$ cat config.mk
export PLATFORM = sky130hd
export DESIGN_NAME = a2d_scan
export DESIGN_NICKNAME = d
export VERILOG_FILES = /design/src/rtl/a2d_scan_pkg.sv /design/src/rtl/a2d_res_tbl.sv /design/src/rtl/a2d_scan.sv
export SDC_FILE = /design/constraint.sdc
export NUM_CORES = 1
export LEC_CHECK = 0
export BUFFER_PORTS_ARGS = -buffer_cell sky130_fd_sc_hd__buf_2
export CAP_MARGIN = 20
export CORE_MARGIN = 1.5
export CORE_UTILIZATION = 33
export CTS_BUF_LIST = sky130_fd_sc_hd__clkbuf_8
export DETAILED_ROUTE_END_ITERATION = 16
export SYNTH_ARGS = -nofsm -noshare
export SYNTH_HDL_FRONTEND = slang
export SYNTH_SLANG_ARGS = --single-unit
$ cat constraint.sdc
create_clock -name clk -period 1.79 [get_ports clk]
set_input_delay 0.0895 -clock clk [delete_from_list [all_inputs] [get_ports clk]]
set_output_delay 0.0895 -clock clk [all_outputs]
set_load 0.05 [all_outputs]
$ cat src/rtl/a2d_scan_pkg.sv
// a2d_scan_pkg: shared state encoding and widths for the A2D channel scanner.
package a2d_scan_pkg;
  typedef enum logic [2:0] {IDLE, START, GUARD, WAIT_CC, STORE, GAP} state_t;
  localparam int RES_W   = 12;
  localparam int CH_W    = 3;
  localparam int AVG_CNT = 4;
  localparam int AVG_SH  = $clog2(AVG_CNT);
  localparam int ACC_W   = RES_W + AVG_SH;
endpackage

$ cat src/rtl/a2d_res_tbl.sv
// a2d_res_tbl: per-channel result registers, one write port, one async read port.
module a2d_res_tbl
  import a2d_scan_pkg::*;
#(
  parameter int NUM_CH = 8
) (
  input  logic             clk,
  input  logic             rst,
  input  logic             we,
  input  logic [CH_W-1:0]  wa,
  input  logic [RES_W-1:0] wd,
  input  logic [CH_W-1:0]  rd_ch,
  output logic [RES_W-1:0] rd_data
);
  logic [RES_W-1:0] mem_q [NUM_CH];
  logic [RES_W-1:0] mem_d [NUM_CH];
  always_comb begin
    mem_d = mem_q;
    if (we && int'(wa) < NUM_CH) mem_d[wa] = wd;
  end
  always_ff @(posedge clk) begin
    if (rst) mem_q <= '{default: '0};
    else     mem_q <= mem_d;
  end
  assign rd_data = int'(rd_ch) < NUM_CH ? mem_q[rd_ch] : '0;
endmodule

$ cat src/rtl/a2d_scan.sv
// a2d_scan: round-robin A2D channel scanner with timeout and result table.
// Define A2D_SCAN_AVG_EN to average AVG_CNT back-to-back conversions per channel.
module a2d_scan
  import a2d_scan_pkg::*;
#(
  parameter int NUM_CH   = 8,
  parameter int SCAN_GAP = 1000,
  parameter int TMO      = 4095
) (
  input  logic             clk,
  input  logic             rst,
  input  logic             en,
  output logic             strt_cnv,
  output logic [CH_W-1:0]  chnnl,
  input  logic             cnv_cmplt,
  input  logic [RES_W-1:0] res,
  input  logic [CH_W-1:0]  rd_ch,
  output logic [RES_W-1:0] rd_data,
  output logic             scan_done,
  output logic             tmo_err
);
  localparam int CNT_MAX = TMO > SCAN_GAP ? TMO : SCAN_GAP;
  localparam int CW      = $clog2(CNT_MAX + 2);
  state_t           state_q, state_d;
  logic [CH_W-1:0]  chnnl_q, chnnl_d;
  logic [CW-1:0]    cnt_q, cnt_d;
  logic             tmo_err_q, tmo_err_d;
  logic             tmo_hit_q, tmo_hit_d;
  logic             last_ch;
  logic [RES_W-1:0] wr_data;
  assign last_ch = chnnl_q == CH_W'(NUM_CH - 1);
`ifdef A2D_SCAN_AVG_EN
  logic [AVG_SH-1:0] smp_q, smp_d;
  logic [ACC_W-1:0]  acc_q, acc_d;
  assign wr_data = tmo_hit_q ? '0 : RES_W'(acc_q >> AVG_SH);
`else
  assign wr_data = tmo_hit_q ? '0 : res;
`endif
  always_comb begin
    state_d   = state_q;
    chnnl_d   = chnnl_q;
    cnt_d     = cnt_q;
    tmo_err_d = tmo_err_q;
    tmo_hit_d = 1'b0;
`ifdef A2D_SCAN_AVG_EN
    smp_d     = smp_q;
    acc_d     = acc_q;
`endif
    case (state_q)
      IDLE: begin
        state_d = en ? START : IDLE;
        chnnl_d = '0;
      end
      START: state_d = GUARD;
      // cnv_cmplt may still show the previous result here
      GUARD: begin
        state_d = WAIT_CC;
        cnt_d   = '0;
      end
      WAIT_CC: begin
        if (cnv_cmplt) begin
`ifdef A2D_SCAN_AVG_EN
          acc_d   = acc_q + ACC_W'(res);
          smp_d   = smp_q + 1'b1;
          state_d = smp_q == AVG_SH'(AVG_CNT - 1) ? STORE : START;
`else
          state_d = STORE;
`endif
        end else if (cnt_q == CW'(TMO - 1)) begin
          tmo_err_d = 1'b1;
          tmo_hit_d = 1'b1;
          state_d   = STORE;
        end else begin
          cnt_d = cnt_q + 1'b1;
        end
      end
      STORE: begin
        cnt_d = '0;
`ifdef A2D_SCAN_AVG_EN
        smp_d = '0;
        acc_d = '0;
`endif
        if (last_ch) begin
          chnnl_d = '0;
          state_d = SCAN_GAP != 0 ? GAP : (en ? START : IDLE);
        end else begin
          chnnl_d = en ? chnnl_q + 1'b1 : '0;
          state_d = en ? START : IDLE;
        end
      end
      GAP: begin
        if (cnt_q == CW'(SCAN_GAP - 1)) state_d = en ? START : IDLE;
        else cnt_d = cnt_q + 1'b1;
      end
      default: state_d = IDLE;
    endcase
  end
  always_ff @(posedge clk) begin
    if (rst) begin
      state_q   <= IDLE;
      chnnl_q   <= '0;
      cnt_q     <= '0;
      tmo_err_q <= 1'b0;
      tmo_hit_q <= 1'b0;
`ifdef A2D_SCAN_AVG_EN
      smp_q     <= '0;
      acc_q     <= '0;
`endif
    end else begin
      state_q   <= state_d;
      chnnl_q   <= chnnl_d;
      cnt_q     <= cnt_d;
      tmo_err_q <= tmo_err_d;
      tmo_hit_q <= tmo_hit_d;
`ifdef A2D_SCAN_AVG_EN
      smp_q     <= smp_d;
      acc_q     <= acc_d;
`endif
    end
  end
  assign strt_cnv  = state_q == START;
  assign scan_done = state_q == STORE && last_ch;
  assign chnnl     = chnnl_q;
  assign tmo_err   = tmo_err_q;
  a2d_res_tbl #(.NUM_CH(NUM_CH)) u_tbl (
    .clk     (clk),
    .rst     (rst),
    .we      (state_q == STORE),
    .wa      (chnnl_q),
    .wd      (wr_data),
    .rd_ch   (rd_ch),
    .rd_data (rd_data)
  );
endmodule

==> results.py, run 1 <==
metrics = {
    "place": {
        "dp_cells": 829,
        "detailed_place_hpwl_mm": 9.307,
        "i_o_buffers": 36,
        "globalplace.congestion": 0.8699,
        "place_worst_setup_slack_ns": -0.09001,
    },
    "detailed_routing": {
        "drt_drc_violations_left": 0,
        "wl_per_cell_um": 17.16,
        "overall_via_count_from_detail_route": 4570,
        "vias_per_cell": 5.265,
        "dr.pass1.iters": 5,
        "totalWireLength_mm": 14.89,
        "drt_first_iter_violations": 282,
        "route.antenna.remaining_nets": 0,
    },
    "logic_synthesis": {
        "post-synth-top-area-cell": "dfxtp_1",
        "postSynthAreaPerCell_um2": 9.252,
        "ys_warn_count": 0,
        "synth_cell_types": 51,
        "ys_dominant_reg_cell": "dfxtp_1",
        "synthTopCellsByArea": "dfxtp_1 (43%), mux4_2 (9.9%), mux2i_1 (9.0%), nand2_1 (7.4%), a21oi_1 (5.4%)",
        "cell_area_synth_um2": 5468,
        "synth_async_sr_flop_share_pct": 0,
        "synth_enable_flop_cells": 0,
        "postSynthNetCount": 614,
        "syn_inst": 591,
        "yosys_register_bits": 117,
        "portion_of_synthesized_cell_area_occupied_by_the_leading_cell_type_pct": 42.84,
        "synth-seq-area-share_pct": 42.84,
    },
    "layout": {
        "count_of_filler_cells_inserted_in_the_layout": 1535,
        "syn_to_final_growth_pct": 26.20,
        "layout_commonest_cell": "nand2_1",
        "fraction_of_final_layout_cells_with_drive_strength_greater_than_1_pct": 29.29,
        "fin_cells": 868,
        "layout.nets": 662,
        "layout_common_cells": "nand2_1 (108), dfxtp_1 (99), nor2_1 (62), a21oi_1 (58), mux2i_1 (49)",
        "antennaDiodeCount": 0,
        "final-seq-area_um2": 2372,
        "area_of_the_multi_input_gates_um2": 3045,
    },
    "grt": {
        "antenna_found_initial": 0,
        "grt_pass1_vias": 4569,
        "grt.overflow.total": 0,
        "grt_start_max_net_pins": 46,
        "track_usage_pct": 17.13,
        "wire_length_of_the_first_global_routing_pass_mm": 23.38,
    },
    "setup_path": {
        "critical_path.reg2reg.endpoint": "cnt_q[8]$_SDFFE_PP0P_",
        "timing.setup.critical_path_class": "reg -> reg",
        "reg2reg_from": "cnt_q[0]$_SDFFE_PP0P_",
        "crit_path_start_kind": "register",
        "timing.critical_path.buf_inv": 3,
        "critical_path.max_fanout": 6,
        "worst_ep_required_time_ns": 2.11,
        "worst_setup_path_startpoint": "cnt_q[0]$_SDFFE_PP0P_",
        "timing.critical_path.max_delay_family": "compound AO/OA/AOI/OAI gates",
        "worstSetupEndpointType": "register",
        "slowest_delay_ns": 0.39,
        "reg2reg_setup_slack_ns": -0.08,
        "critical_path.slowest_cell": "dfxtp_4",
        "worstPathCellList": "inv_4 -> ha_4 -> and4b_1 -> a41oi_2 -> nor3_4 -> buf_6 -> buf_4 -> o311ai_4 -> o21ai_1",
        "critPathArrivalTime_ns": 2.19,
        "worst_r2r_path_depth": 9,
    },
    "clock_network": {
        "clk_transition_reported_paths_ns": 0.08,
        "htree_levels": 4,
        "tritoncts_clock_tree": "built",
        "clock_tree.root_cell": "clkbuf_8",
        "cts_buffer_depth": 2,
        "clock_insertion_delay_worst_skew_ns": 0.45,
        "clock_sinks": 117,
        "tritoncts.num_buffers": 17,
    },
    "sta": {
        "timing.final.ws_setup_ns": -0.08440,
        "final.setup_skew_ns": 0.01518,
        "report.final.hold_viol_count": 0,
        "timing.final.crit_period_ns": 1.874,
        "timing.max_slew.rel_slack_pct": 60.08,
        "tightestPinTransition_ns": 0.5975,
        "min_period_over_period_pct": 104.7,
        "setup_viol": 8,
        "final_max_slew_viol_count": 0,
        "tns_ns": -0.5218,
        "rsz0062_at_grt": "true",
        "clock.fmax_ghz": 0.5335,
    },
    "floorplan": {
        "core_region_area_um2": 16060,
        "die_width_um": 131.7,
        "die-height_um": 131.7,
        "die-area_um2": 17350,
        "floorplan.rows": 46,
        "floorplan.initialDensity_pct": 34.05,
        "top_level_ports": 37,
    },
    "power": {
        "power_density_nw_per_um2": 822.9,
        "vdd.ir_drop.worst_mv": 0.4834,
        "design_power_total_mw": 5.678,
        "cellLeakagePower_nw": 2.845,
    },
    "worst_hold_path": {
        "timing.hold.worst.class": "in -> reg",
        "holdCritStartpoint": "rst",
        "hold_end": "tmo_err$_SDFFE_PP0P_",
        "whs_path_depth": 2,
    },
    "outcome": {
        "outcome": "finished with violations",
        "violations": "setup timing",
    },
    "job": {
        "cap_violations": 0,
    },
}
per-layer routing:
| metal | track usage [%] | wire, um | up-vias |
|---|---|---|---|
| met1 | 21.02 | 6293 | 2258 |
| met5 | 0 | 0 | - |
| met4 | 6.605 | 198 | 0 |
| met2 | 29.21 | 7706 | 129 |
| met3 | 3.897 | 692 | 20 |
| li1 | - | - | 2163 |
state kept, by name, indices dropped and copies added, names as in the netlist:
name and cells:
tmo_err 1, u_tbl.mem_q 96, tmo_hit_q 1, chnnl 3, cnt_q 13, state_q 3
power breakdown:
group          switching, mW  total (mW)  internal [mW]
combinational          0.258       0.422          0.163
clock                   1.16        2.63           1.47
sequential            0.0196        2.63           2.61
through the flow:
| step | hold slack (ns) | utilization [%] | cell area [um2] |
|---|---|---|---|
| CTS | 0.05687 | 41.80 | 6711 |
| global route | 0.07390 | 42.97 | 6900 |
| global placement | 0.4319 | 37.85 | 6078 |
| floorplan | 0.2527 | - | 5469 |
| finish | 0.07173 | 42.97 | 6900 |
| detailed placement | 0.4171 | 37.85 | 6078 |
worst max-delay path by stage:
stage	cells after the start	end
2_1_floorplan	6	u_tbl.mem_q[49]$_SDFFE_PP0P_
3_3_place_gp	7	cnt_q[6]$_SDFFE_PP0P_
3_5_place_dp	8	cnt_q[8]$_SDFFE_PP0P_
4_1_cts	3	rd_data[1]
5_1_grt	7	cnt_q[10]$_SDFFE_PP0P_
6_report	9	cnt_q[8]$_SDFFE_PP0P_
synthesized netlist by cell type (8+ instances only):
| cell | number |
|---|---|
| mux2_2 | 12 |
| clkbuf_1 | 29 |
| nand3_1 | 12 |
| o21ai_0 | 8 |
| mux2i_1 | 49 |
| nand2_1 | 108 |
| buf_2 | 11 |
| nor3_1 | 10 |
| dfxtp_1 | 117 |
| mux4_2 | 24 |
| nor2_1 | 63 |
| nor2b_1 | 14 |
| a21oi_1 | 59 |
area by class of cell:
cell class                 instances  share of cell area [%]
clock buffer                      19                   3.790
clock inverter                    13                   2.466
inverter                           5                  0.3083
multi-input combinational        418                   44.13
sequential                       117                   34.38
tap                              216                   3.917
timing repair buffer              80                   11.01
cell families (layout without fill, tap and decap cells):
family	Yosys count	in the layout	synth area share, %
AND/OR/NAND/NOR	239	239	20.44
adder cells (fa/ha/maj)	4	4	0.9154
buffers and inverters	57	117	4.988
flip-flops	117	117	42.84
multiplexers	85	85	21.33
XOR/XNOR	1	1	0.1602
AO/OA/AOI/OAI	88	89	9.337
repair_timing:
item | in CTS | in global routing
pin swaps | 7 | 6
hold buffers | 1 | 0
gates resized for setup | 55 | 40
gates cloned | 0 | 1
hold endpoints to repair | 1 | 0
buffers inserted | 1 | 5
setup endpoints to repair | 23 | 64
(Power assumes the default switching activity.)
==> run 2, diff against run 1 <==
Settings changed: GPL_TIMING_DRIVEN set to 0.
Clock period 1.79 ns to 2.3 ns, I/O delays scaled along.
==> run 2 against run 1 <==
  * The flow now finishes without violations
  * First-iteration DRC count increased by 8.9%
  * Flip-flop and latch count stayed put
  * Clock skew decreased by 0.0072 ns
  * Final cell count grew 0.35%
  * Worst hold slack worse by 0.0029 ns
  * Die area stayed put
  * Via count shrank 0.88%
  * Global-route usage about the same
  * Register-to-register slack better by 0.24 ns
  * Largest cell class unchanged
  * Critical path depth decreased by 2
  * Final area fell by 8.1%
  * Highest routed layer unchanged
==> results.py, run 2 (synthesized netlist as in run 1, its figures left out) <==
metrics = {
    "power": {
        "combinational_power_share_pct": 6.8,
        "sw_pwr_mw": 1.043,
        "p_int_mw": 3.427,
        "seq_power_share_pct": 45.7,
        "cellLeakagePower_nw": 2.642,
        "vdd.ir_drop.worst_mv": 0.3733,
        "power_density_nw_per_um2": 704.9,
        "power_frac_clock_pct": 47.5,
        "p_sw_share_pct": 23.33,
    },
    "detailed_routing": {
        "vias_per_cell": 5.201,
        "totalWireLength_mm": 14.99,
        "route.antenna.remaining_nets": 0,
        "drt_first_iter_violations": 307,
        "dr.pass1.iters": 4,
        "overall_via_count_from_detail_route": 4530,
        "drt_drc_violations_left": 0,
        "wl_per_cell_um": 17.21,
    },
    "layout": {
        "final-seq-area_um2": 2342,
        "layout_top_registers": "u_tbl.mem_q: 96 flops, cnt_q: 13 flops",
        "largest_reg_flops": 96,
        "layout.cell_area.non_filler_um2": 6341,
        "layout_common_cells": "dfxtp_1 (117), nand2_1 (108), nor2_1 (63), a21oi_1 (59), mux2i_1 (49)",
        "register_bank_with_the_most_flops": "u_tbl.mem_q",
        "count_of_filler_cells_inserted_in_the_layout": 1566,
        "layout_commonest_cell": "dfxtp_1",
        "antennaDiodeCount": 0,
        "syn_to_final_growth_pct": 15.97,
        "area_of_the_multi_input_gates_um2": 2853,
        "fraction_of_final_layout_cells_with_drive_strength_greater_than_1_pct": 19.85,
        "layout.nets": 666,
    },
    "sta": {
        "min_period_over_period_pct": 93.21,
        "setup_viol": 0,
        "timing.max_slew.rel_slack_pct": 52.25,
        "final_max_slew_viol_count": 0,
        "final.hold.worst_slack_ns": 0.06886,
        "rsz0062_at_grt": "false",
        "timing.final.crit_period_ns": 2.144,
        "final.setup_skew_ns": 0.007964,
        "clock.fmax_ghz": 0.4665,
        "report.final.hold_viol_count": 0,
        "tightestPinTransition_ns": 0.7162,
        "tns_ns": 0,
        "timing.final.ws_setup_ns": 0.1563,
    },
    "setup_path": {
        "worst_r2r_path_depth": 7,
        "critical_path_destination": "cnt_q[0]$_SDFFE_PP0P_",
        "path_depth": 7,
        "reg2reg_setup_slack_ns": 0.16,
        "timing.critical_path.buf_inv": 1,
        "reg2reg_from": "cnt_q[0]$_SDFFE_PP0P_",
        "timing.critical_path.max_delay_family": "simple AND/OR/NAND/NOR gates",
        "timing.setup.critical_path_class": "reg -> reg",
        "critical_path.max_fanout": 10,
        "worst_setup_path_startpoint": "cnt_q[0]$_SDFFE_PP0P_",
        "slowest_delay_ns": 0.44,
        "critical_path.slowest_cell": "dfxtp_1",
        "critPathArrivalTime_ns": 2.48,
        "critical_path.reg2reg.endpoint": "cnt_q[0]$_SDFFE_PP0P_",
        "crit_path_start_kind": "register",
        "worstPathCellList": "ha_1 -> nand4bb_2 -> nor4_4 -> a31o_2 -> buf_6 -> nor2_2 -> a211oi_1",
        "worstSetupEndpointType": "register",
        "worst_ep_required_time_ns": 2.63,
    },
    "floorplan": {
        "floorplan.initialDensity_pct": 34.05,
        "die_width_um": 131.7,
        "die-area_um2": 17350,
        "floorplan.rows": 46,
        "die-height_um": 131.7,
        "top_level_ports": 37,
        "core_region_area_um2": 16060,
    },
    "clock_network": {
        "tritoncts.num_buffers": 17,
        "holdBufCountCts": 0,
        "post_cts_resize_count": 0,
        "clock_sinks": 117,
        "clk_transition_reported_paths_ns": 0.07,
        "clock_tree.root_cell": "clkbuf_8",
        "clock_insertion_delay_worst_skew_ns": 0.43,
        "htree_levels": 4,
        "cts_buffer_depth": 2,
        "tritoncts_clock_tree": "built",
        "post-cts-setup-buffers": 0,
    },
    "worst_hold_path": {
        "timing.hold.worst.class": "in -> reg",
    },
    "grt": {
        "grt.overflow.total": 0,
        "grt_start_max_net_pins": 17,
        "grt_pass1_vias": 4393,
        "antenna_found_initial": 0,
        "wire_length_of_the_first_global_routing_pass_mm": 23.38,
        "track_usage_pct": 17.14,
    },
    "place": {
        "detailed_place_hpwl_mm": 10.41,
        "place_worst_setup_slack_ns": 0.1924,
        "i_o_buffers": 33,
        "placed_area_um2": 5903,
        "globalplace.congestion": 0.8414,
    },
    "job": {
        "cap_violations": 0,
    },
    "outcome": {
        "outcome": "completed",
    },
}
==> run 2: area by class of cell <==
type / instances / area share [%]
clock buffer: 18 / 3.907
timing repair buffer: 33 / 2.605
clock inverter: 13 / 2.999
sequential: 117 / 36.94
inverter: 5 / 0.2960
tap: 216 / 4.262
multi-input combinational: 417 / 44.99
buffer: 52 / 4.006
==> run 2: worst min path at each step <==
| stage | startpoint | endpoint | slack, ns | cells after the start |
|---|---|---|---|---|
| after floorplan | cnv_cmplt | tmo_hit_q$_SDFF_PP0_ | 0.28 | 3 |
| after global placement | u_tbl.mem_q[78]$_SDFFE_PP0P_ | u_tbl.mem_q[78]$_SDFFE_PP0P_ | 0.44 | 2 |
| after detailed placement | u_tbl.mem_q[90]$_SDFFE_PP0P_ | u_tbl.mem_q[90]$_SDFFE_PP0P_ | 0.45 | 2 |
| after CTS | cnv_cmplt | tmo_hit_q$_SDFF_PP0_ | 0.04 | 4 |
| after global routing | cnv_cmplt | tmo_hit_q$_SDFF_PP0_ | 0.06 | 4 |
| final | cnv_cmplt | tmo_err$_SDFFE_PP0P_ | 0.07 | 4 |
==> run 2: metrics by stage <==
step	utilization (%)	power, mW	instances
after floorplan	-	2.292	591
after global routing	39.49	4.606	871
final	39.49	4.470	871
after detailed placement	36.76	2.386	840
after CTS	39.49	4.484	871
after global placement	36.76	2.381	840
==> run 2: power groups by stage <==
stage / registers (mW) / logic, mW / clock network, mW
floorplan: 2.09 / 0.206 / 0
global placement: 2.09 / 0.294 / 0
detailed placement: 2.09 / 0.299 / 0
CTS: 2.04 / 0.300 / 2.14
global route: 2.04 / 0.324 / 2.24
finish: 2.04 / 0.303 / 2.13
==> run 2: worst min-delay path, stage by stage <==
cell	delay [ns]
buf_2	0.11
nor2_1	0.06
a21oi_1	0.13
nor2_1	0.04
==> run 2: layer usage <==
| metal | share of wire (%) | wire length, um | track usage (%) |
|---|---|---|---|
| met4 | 1.0 | 153 | 5.062 |
| met1 | 46 | 6863 | 22.45 |
| met5 | 0 | 0 | 0 |
| met3 | 5.4 | 809 | 3.742 |
| met2 | 48 | 7160 | 28.36 |
==> run 3, diff against run 2 <==
Settings changed: CORE_MARGIN 1.5 to not set.
==> run 3 against run 2 <==
  * Final cell count rose by 0.11%
  * Flip-flop and latch count is the same
  * Count of clock-buffer cells in the layout unchanged
  * Fmax grew 2.1%
  * Global-route usage rose by 1.4 points
  * Wire length grew 0.66%
  * First-iteration DRC count grew 32%
  * Largest cell class unchanged
  * Highest routed layer unchanged
==> results.py, run 3 (synthesized netlist as in run 1, its figures left out) <==
metrics = {
    "clock_network": {
        "clock_insertion_delay_worst_skew_ns": 0.43,
        "htree_levels": 4,
        "clock_tree.root_cell": "clkbuf_8",
        "cts_buffer_depth": 2,
        "holdBufCountCts": 0,
        "clock_sinks": 117,
        "tritoncts.num_buffers": 17,
        "tritoncts_clock_tree": "built",
        "clk_transition_reported_paths_ns": 0.07,
    },
    "layout": {
        "final-seq-area_um2": 2342,
        "count_of_filler_cells_inserted_in_the_layout": 1578,
        "layout_commonest_cell": "dfxtp_1",
        "largest_reg_flops": 96,
        "register_bank_with_the_most_flops": "u_tbl.mem_q",
        "layout_common_cells": "dfxtp_1 (117), nand2_1 (108), nor2_1 (63), a21oi_1 (59), mux2i_1 (49)",
        "area_of_the_multi_input_gates_um2": 2855,
        "syn_to_final_growth_pct": 14.60,
        "fin_cells": 872,
        "layout_top_registers": "u_tbl.mem_q: 96 flops, cnt_q: 13 flops",
        "fraction_of_final_layout_cells_with_drive_strength_greater_than_1_pct": 20.43,
        "layout.nets": 666,
        "antennaDiodeCount": 0,
    },
    "setup_path": {
        "critical_path.reg2reg.endpoint": "cnt_q[12]$_SDFFE_PP0P_",
        "critical_path.max_fanout": 7,
        "worstSetupEndpointType": "register",
        "reg2reg_setup_slack_ns": 0.20,
        "worst_r2r_path_depth": 7,
        "reg2reg_from": "cnt_q[0]$_SDFFE_PP0P_",
        "timing.setup.critical_path_class": "reg -> reg",
        "worst_ep_required_time_ns": 2.65,
        "critical_path_destination": "cnt_q[12]$_SDFFE_PP0P_",
        "critPathArrivalTime_ns": 2.45,
        "worst_setup_path_startpoint": "cnt_q[0]$_SDFFE_PP0P_",
        "crit_path_start_kind": "register",
    },
    "grt": {
        "antenna_found_initial": 0,
        "grt.overflow.total": 0,
        "wire_length_of_the_first_global_routing_pass_mm": 23.56,
        "track_usage_pct": 18.56,
        "grt_start_max_net_pins": 17,
        "grt_pass1_vias": 4424,
    },
    "outcome": {
        "outcome": "completed",
    },
    "sta": {
        "clock.fmax_ghz": 0.4761,
        "timing.final.crit_period_ns": 2.100,
        "tns_ns": 0,
        "timing.max_slew.rel_slack_pct": 54.65,
        "setup_viol": 0,
        "report.final.hold_viol_count": 0,
        "tightestPinTransition_ns": 0.6803,
        "min_period_over_period_pct": 91.32,
        "final.setup_skew_ns": 0.01675,
        "rsz0062_at_grt": "false",
        "final_max_slew_viol_count": 0,
    },
    "floorplan": {
        "core_region_area_um2": 16060,
        "die-height_um": 130.7,
        "die-area_um2": 17090,
        "floorplan.rows": 46,
        "die_width_um": 130.7,
        "top_level_ports": 37,
        "floorplan.initialDensity_pct": 34.05,
    },
    "detailed_routing": {
        "drt_drc_violations_left": 0,
        "route.antenna.remaining_nets": 0,
        "totalWireLength_mm": 15.09,
        "drt_first_iter_violations": 405,
        "dr.pass1.iters": 5,
        "overall_via_count_from_detail_route": 4556,
        "wl_per_cell_um": 17.30,
        "vias_per_cell": 5.225,
    },
    "worst_hold_path": {
        "timing.hold.worst.class": "in -> reg",
    },
    "place": {
        "dp_cells": 840,
        "detailed_place_hpwl_mm": 10.53,
        "i_o_buffers": 33,
        "globalplace.congestion": 0.8549,
    },
    "job": {
        "cap_violations": 0,
    },
    "power": {
        "cellLeakagePower_nw": 2.577,
        "vdd.ir_drop.worst_mv": 0.4122,
        "power_density_nw_per_um2": 651.2,
    },
}
[run 3: cell count changes in the layout (fill, tap and decap cells not counted)]
cell | before | now
bufinv_16 | 5 | 1
clkinv_4 | 1 | 0
clkinv_2 | 4 | 5
clkinvlp_4 | 0 | 6
inv_1 | 8 | 6
inv_6 | 0 | 1
ha_1 | 4 | 3
ha_2 | 0 | 1
[run 3: power breakdown]
part	total, mW	switching [mW]	internal [mW]	leakage (nW)
logic	0.302	0.205	0.0972	1.46
registers	2.04	0.00733	2.03	0.942
clock network	1.74	0.869	0.868	0.174
total	4.08	1.08	3.00	2.58
[run 3: repair_timing]
action                                  4_1_cts  5_1_grt
buffers inserted                              0        0
endpoints found under the setup margin        0        1
gates resized for setup                       0        1
[run 3: routing by layer]
metal	up-vias	track usage [%]	routed length, um
met3	17	4.235	951
met2	161	31.15	7152
li1	2161	-	-
met5	-	0	0
met1	2217	23.32	6785
met4	0	6.558	195
[run 3: worst min-delay path by stage]
stage / start / endpoint / cells after the start
after floorplan: cnv_cmplt / tmo_hit_q$_SDFF_PP0_ / 3
after global placement: u_tbl.mem_q[76]$_SDFFE_PP0P_ / u_tbl.mem_q[76]$_SDFFE_PP0P_ / 2
after detailed placement: u_tbl.mem_q[5]$_SDFFE_PP0P_ / u_tbl.mem_q[5]$_SDFFE_PP0P_ / 2
after CTS: cnv_cmplt / tmo_hit_q$_SDFF_PP0_ / 4
after global routing: cnv_cmplt / tmo_hit_q$_SDFF_PP0_ / 4
final: cnv_cmplt / tmo_hit_q$_SDFF_PP0_ / 4
[run 3: worst max-delay path: stages, from the launching register on]
cell     delay [ns]
dfxtp_1        0.45
inv_1          0.07
ha_1           0.20
and4b_1        0.22
and4_1         0.28
o32ai_2        0.33
nand3_1        0.22
o31ai_1        0.24
[run 3: area by class of cell]
cell class,instances,share of cell area [%]
inverters,5,0.2995
clock buffers,18,3.954
repair buffers,33,2.636
multi-input cells,417,45.57
plain buffers,52,4.054
clock inverters,14,1.797
flip-flops and latches,117,37.38
well taps,216,4.313
[run 3: stage by stage]
stage / setup WS (ns) / power [mW] / hold WS (ns) / util (%) / cell area (um2)
2_1_floorplan: 0.4955 / 2.292 / 0.2782 / - / 5468
3_3_place_gp: 0.2213 / 2.380 / 0.4391 / 36.76 / 5903
3_5_place_dp: 0.2095 / 2.389 / 0.4438 / 36.76 / 5903
4_1_cts: 0.1718 / 4.107 / 0.05486 / 39.01 / 6264
5_1_grt: 0.07305 / 4.224 / 0.07676 / 39.02 / 6266
6_report: 0.1996 / 4.080 / 0.08287 / 39.02 / 6266
